===== src/rtl/router_pkg.sv =====
// Shared mesh-router types: router position in the mesh, output direction,
// XY route selection and per-position route legality.
package router_pkg;

    typedef enum logic [3:0] {
        MIDDLE,
        CORNERNW,
        CORNERNE,
        CORNERSW,
        CORNERSE,
        SIDEN,
        SIDES,
        SIDEE,
        SIDEW
    } router_type;

    typedef enum logic [2:0] {
        N     = 3'd0,
        E     = 3'd1,
        S     = 3'd2,
        W     = 3'd3,
        LOCAL = 3'd4
    } dir_t;

    // X is resolved before Y; Y grows southward.
    function automatic dir_t route_xy(input int dest_x, input int dest_y,
                                      input int my_x, input int my_y);
        dir_t d;
        if (dest_x > my_x)      d = E;
        else if (dest_x < my_x) d = W;
        else if (dest_y > my_y) d = S;
        else if (dest_y < my_y) d = N;
        else                    d = LOCAL;
        return d;
    endfunction

    // Edge routers have no neighbour on their boundary side(s).
    function automatic logic dir_legal(input router_type rt, input dir_t d);
        logic ok;
        ok = 1'b1;
        case (d)
            N:       ok = !(rt inside {CORNERNW, CORNERNE, SIDEN});
            S:       ok = !(rt inside {CORNERSW, CORNERSE, SIDES});
            E:       ok = !(rt inside {CORNERNE, CORNERSE, SIDEE});
            W:       ok = !(rt inside {CORNERNW, CORNERSW, SIDEW});
            default: ok = 1'b1;
        endcase
        return ok;
    endfunction

endpackage


===== src/rtl/router_fifo.sv =====
// First-word-fall-through synchronous FIFO; a pushed word is visible at the
// head on the cycle after the push. Full/empty derive from the registered count.
module router_fifo #(
    parameter int WIDTH = 32,
    parameter int DEPTH = 4,
    localparam int AW = $clog2(DEPTH),
    localparam int LW = $clog2(DEPTH + 1)
) (
    input  logic             clk,
    input  logic             rst_n,
    input  logic             push_i,
    input  logic [WIDTH-1:0] din_i,
    input  logic             pop_i,
    output logic [WIDTH-1:0] dout_o,
    output logic             full_o,
    output logic             empty_o,
    output logic [LW-1:0]    level_o
);

    logic [WIDTH-1:0] mem_q [DEPTH];
    logic [AW-1:0]    wr_ptr_q;
    logic [AW-1:0]    rd_ptr_q;
    logic [LW-1:0]    count_q;
    logic [LW-1:0]    count_d;
    logic             push_ok;
    logic             pop_ok;

    assign full_o  = (count_q == LW'(DEPTH));
    assign empty_o = (count_q == '0);
    assign push_ok = push_i && !full_o;
    assign pop_ok  = pop_i && !empty_o;
    assign dout_o  = mem_q[rd_ptr_q];
    assign level_o = count_q;

    always_comb begin
        count_d = count_q;
        case ({push_ok, pop_ok})
            2'b10:   count_d = count_q + LW'(1);
            2'b01:   count_d = count_q - LW'(1);
            default: count_d = count_q;
        endcase
    end

    // Storage carries no reset; only the pointers define what is valid.
    always_ff @(posedge clk) begin
        if (push_ok) begin
            mem_q[wr_ptr_q] <= din_i;
        end
    end

    always_ff @(posedge clk) begin
        if (!rst_n) begin
            wr_ptr_q <= '0;
            rd_ptr_q <= '0;
            count_q  <= '0;
        end else begin
            if (push_ok) wr_ptr_q <= wr_ptr_q + AW'(1);
            if (pop_ok)  rd_ptr_q <= rd_ptr_q + AW'(1);
            count_q <= count_d;
        end
    end

endmodule


===== src/rtl/router_input_buffer.sv =====
// Router input port: req/ack link receiver feeding a FWFT flit buffer, with XY
// route of the head flit and drop-on-illegal-route toward the crossbar.
//
// state    | meaning
// HS_IDLE  | four-phase: waiting for in_req with FIFO space
// HS_ACKED | four-phase: flit written, in_ack high, waiting for in_req low
module router_input_buffer
    import router_pkg::*;
#(
    parameter int         WIDTH       = 32,
    parameter int         DEPTH       = 4,
    parameter int         X_BITS      = 4,
    parameter int         Y_BITS      = 4,
    parameter int         MY_X        = 0,
    parameter int         MY_Y        = 0,
    parameter router_type ROUTER_TYPE = MIDDLE,
    parameter int         HS_MODE     = 0
) (
    input  logic                       clk,
    input  logic                       rst_n,
    input  logic                       in_req,
    output logic                       in_ack,
    input  logic [WIDTH-1:0]           in_data,
    output logic                       out_valid,
    input  logic                       out_ready,
    output logic [WIDTH-1:0]           out_data,
    output logic [2:0]                 out_dir,
    output logic                       route_err,
    output logic [$clog2(DEPTH+1)-1:0] level
);

    typedef enum logic {HS_IDLE, HS_ACKED} hs_state_t;

    hs_state_t         hs_state_q;
    logic              ack_q;
    logic              req_hist_q;
    logic              push;
    logic              pop;
    logic              fifo_full;
    logic              fifo_empty;
    logic [WIDTH-1:0]  head;
    logic [X_BITS-1:0] dest_x;
    logic [Y_BITS-1:0] dest_y;
    dir_t              head_dir;
    logic              head_legal;

    router_fifo #(
        .WIDTH (WIDTH),
        .DEPTH (DEPTH)
    ) u_fifo (
        .clk     (clk),
        .rst_n   (rst_n),
        .push_i  (push),
        .din_i   (in_data),
        .pop_i   (pop),
        .dout_o  (head),
        .full_o  (fifo_full),
        .empty_o (fifo_empty),
        .level_o (level)
    );

    always_comb begin
        push = 1'b0;
        if (HS_MODE == 0) begin
            push = (hs_state_q == HS_IDLE) && in_req && !fifo_full;
        end else begin
            push = (in_req != req_hist_q) && !fifo_full;
        end
    end

    always_ff @(posedge clk) begin
        if (!rst_n) begin
            hs_state_q <= HS_IDLE;
            ack_q      <= 1'b0;
            req_hist_q <= 1'b0;
        end else if (HS_MODE == 0) begin
            case (hs_state_q)
                HS_IDLE: begin
                    if (push) begin
                        ack_q      <= 1'b1;
                        hs_state_q <= HS_ACKED;
                    end
                end
                HS_ACKED: begin
                    if (!in_req) begin
                        ack_q      <= 1'b0;
                        hs_state_q <= HS_IDLE;
                    end
                end
                default: hs_state_q <= HS_IDLE;
            endcase
        end else if (push) begin
            // Two-phase: every accepted transition is answered by an ack transition.
            req_hist_q <= in_req;
            ack_q      <= ~ack_q;
        end
    end

    assign dest_x     = head[X_BITS-1:0];
    assign dest_y     = head[X_BITS+Y_BITS-1:X_BITS];
    assign head_dir   = route_xy(int'(dest_x), int'(dest_y), MY_X, MY_Y);
    assign head_legal = dir_legal(ROUTER_TYPE, head_dir);

    // An illegally routed head is discarded immediately so it cannot block the port.
    assign out_valid = !fifo_empty && head_legal;
    assign route_err = !fifo_empty && !head_legal;
    assign pop       = route_err || (out_valid && out_ready);

    assign in_ack   = ack_q;
    assign out_data = head;
    assign out_dir  = head_dir;

endmodule


===== config.mk =====
export PLATFORM = sky130hd
export DESIGN_NAME = router_input_buffer
export DESIGN_NICKNAME = d
export VERILOG_FILES = /design/src/rtl/router_pkg.sv /design/src/rtl/router_fifo.sv /design/src/rtl/router_input_buffer.sv
export SDC_FILE = /design/constraint.sdc
export NUM_CORES = 1
export LEC_CHECK = 0
export CORE_ASPECT_RATIO = 1.1
export CORE_MARGIN = 3
export CORE_UTILIZATION = 60
export CTS_BUF_LIST = sky130_fd_sc_hd__clkbuf_8
export DETAILED_ROUTE_END_ITERATION = 10
export PLACE_DENSITY = 0.87
export REMOVE_ABC_BUFFERS = 1
export SYNTH_ARGS = -nofsm -noshare
export SYNTH_HDL_FRONTEND = slang
export SYNTH_SLANG_ARGS = --single-unit

===== constraint.sdc =====
create_clock -name clk -period 4 [get_ports clk]
set_input_delay 0.8 -clock clk [delete_from_list [all_inputs] [get_ports clk]]
set_output_delay 0.8 -clock clk [all_outputs]
set_load 0.01 [all_outputs]

==> results by group <==
Yosys
  • Mapped Cells: 233
  • Largest cells by area after synthesis: edfxtp_1 (74%), mux4_2 (13%), dfxtp_1 (4.2%), ha_1 (1.2%), inv_1 (0.58%)
  • Top-area cell type share of the netlist area: 0.7401
  • Post-synth top area cell: edfxtp_1
  • Synth cell types: 31
  • Yosys Warn Count: 0
  • Seq/Total Area, Yosys: 0.7825
  • Flops & latches, synth: 139
  • Synthesized area: 5194 um^2
  • Syn Area/Cell: 22.29 um^2

Final layout
  • Commonest non-fill, non-tap cell in the layout: edfxtp_1
  • Area of the multi-input gates: 1054 um^2
  • Non-filler instance count after layout: 442
  • Commonest non-fill, non-tap cells in the layout: edfxtp_1 (128), clkdlybuf4s50_1 (75), mux4_2 (31)
  • Antenna Cells: 0
  • Ratio of cells with drive above 1 in the final layout: 0.2216
  • Layout filler cell count: 455
  • Final net count: 364
  • Seq. cell area: 4066 um^2
  • Layout area overhead: 23.10%

Floorplanning
  • Die Area: 9810 um^2
  • Placement Rows: 34
  • Die height: 103.6 um
  • Initial Util: 0.6359
  • I/O pins: 77
  • Core Area: 8168 um^2
  • Die X: 94.71 um

Detailed routing
  • ANT nets after route: 0
  • DR vias: 2556
  • Max Used Layer: met4
  • Routed WL: 8921 um
  • Routed wl met2: 4546 um
  • Via-to-Cell Ratio: 5.783
  • DRT met1 WL: 3696 um
  • 1st-iter DRT viols: 203
  • Metal3 WL: 515 um
  • Drt drc: 0
  • DR WL/cell: 20.18 um
  • 1st-pass router iterations: 4

Timing
  • # setup viols final: 0
  • Pins over their slew limit: 0
  • RSZ-0062 raised after global routing: no
  • FMAX: 279.4 MHz
  • Measured slew at the worst slew-check pin: 0.8594 ns
  • Total negative slack: 0 ns
  • Clk_skew: 0.008647 ns
  • Minimum clock period: 3.579 ns
  • Slew margin rel.: 0.4271
  • Min Hold Slack: 0.4922 ns
  • Final period utilization: 0.8946
  • Hold Vio Cnt, Final: 0

Clock network
  • Clock Latency Late Sink: 0.41 ns
  • Postcts setup bufs: 0
  • Number of gates resized after CTS: 0
  • Root buf cell: clkbuf_8
  • Clock sink count: 139
  • Clock buffer count from CTS: 17
  • Hold buffers post-CTS: 0
  • Reg clk slew, reported paths: 0.07 ns
  • CTS tree: built
  • H-tree level count: 4
  • Clock Path Buffers: 2

Place
  • HPWL Detailed: 5674 um
  • Placed Instances: 411
  • IO Port Bufs: 75
  • GPL Wtd Cong: 0.6942

GRT
  • Largest net degree at the start of global routing: 33
  • Antenna violations before repair: 0
  • Congestion Overflow GR: 0
  • Vias in the first global route: 2768
  • Tot GR Track Use: 0.2017
  • First-pass GRT wire length: 14520 um

Power
  • VDD IR-drop max: 0.3999 mV
  • Static Leak: 2.052 nW
  • PD cells: 588.1 nW/um^2

Setup path
  • WS Path Type: flip-flop to output pin
  • Reg2Reg Setup Slack: 1.61 ns
  • Crit Path Max Fanout: 12
  • CP arrival: 2.78 ns
  • Data required, critical path: 3.20 ns
  • Startpoint Class: flip-flop
  • Setup crit end kind: output pin

Hold path
  • Path category of the worst min-delay check: flip-flop to flip-flop

Job
  • Max-Cap Viols: 0

Status
  • Status: finished, final reports clean
## power by group
group / leakage [nW] / internal, mW / switching [mW] / total (mW)
registers: 1.26 / 1.72 / 0.0858 / 1.80
logic: 0.633 / 0.600 / 0.424 / 1.02
clock network: 0.160 / 0.424 / 0.511 / 0.934
total: 2.05 / 2.74 / 1.02 / 3.76
## worst paths after layout
| check | from | to | depth (start not counted) |
|---|---|---|---|
| worst max-delay path | flip-flop | out_dir[2] | 4 |
| worst min-delay path | hs_state_q | hs_state_q | 2 |
| worst min register to register | hs_state_q | hs_state_q | 2 |
| worst max register to register | u_fifo.level_o[2] | u_fifo.level_o[2] | 9 |
## Yosys cell counts
cell      number
or3b_2         1
inv_1          8
buf_2          2
buf_4          1
nor3b_1        1
buf_1          2
o221a_2        1
nand3_1        2
nand2_1        1
clkbuf_1       1
or4_4          1
nor2b_1        2
ha_1           5
mux4_1         1
xor2_1         3
o21ai_0        3
fa_1           1
o311ai_0       1
or3_1          2
mux4_2        31
conb_1         1
nor4_1         1
dfxtp_1       11
a21oi_1        5
xnor2_1        1
nand2b_1       1
buf_6          2
o31a_1         1
edfxtp_1     128
nor2_1         8
and3_1         4
## kinds of logic (layout without fill, tap and decap cells)
| group | after synthesis | after routing | synth area share |
|---|---|---|---|
| adders and majority gates | 6 | 6 | 0.01590 |
| xor gates and xnor gates | 4 | 4 | 0.006747 |
| muxes | 32 | 32 | 0.1395 |
| AOI/OAI and AO/OA | 11 | 11 | 0.01325 |
| DFF | 139 | 139 | 0.7825 |
| other | 1 | 1 | 0.0007220 |
| and+or+nand+nor | 24 | 24 | 0.02578 |
| buffers and inverters | 16 | 117 | 0.01566 |
## worst max-delay path, cell delays in order, from the launching register on
cell,delay [ns]
dfxtp_2,0.57
mux4_2,0.57
or4_4,0.56
nor2b_1,0.12
clkdlybuf4s50_1,0.54
## registers in the layout (all words and copies together), names as in the netlist, named ones only
| name | count |
|---|---|
| in_ack | 1 |
| u_fifo.rd_ptr_q | 2 |
| u_fifo.mem_q | 128 |
| u_fifo.level_o | 3 |
| u_fifo.wr_ptr_q | 2 |
| hs_state_q | 1 |
## metrics by stage
stage          utilization  setup WS, ns  total power, mW  instance area [um^2]
6_report            0.7828        0.4215            3.760                  6394
5_1_grt             0.7828        0.2740            3.927                  6394
4_1_cts             0.7828        0.3744            3.800                  6394
3_5_place_dp        0.7417        0.8354            2.873                  6058
3_3_place_gp        0.7417        0.8703            2.847                  6058
2_1_floorplan            -        0.2607            2.372                  5142
## routing by layer
layer,track usage,vias to the layer above
met3,0.04931,18
met4,0.08866,0
met2,0.3113,92
met1,0.2763,1311
li1,-,1135
met5,0,-
## final cells by class
type | instances | area share
sequential | 139 | 0.6360
multi-input combinational | 78 | 0.1648
timing repair buffer | 78 | 0.1209
clock buffer | 17 | 0.03659
tap | 108 | 0.02114
clock inverter | 14 | 0.01585
inverter | 8 | 0.004697
(Power assumes the default switching activity.)
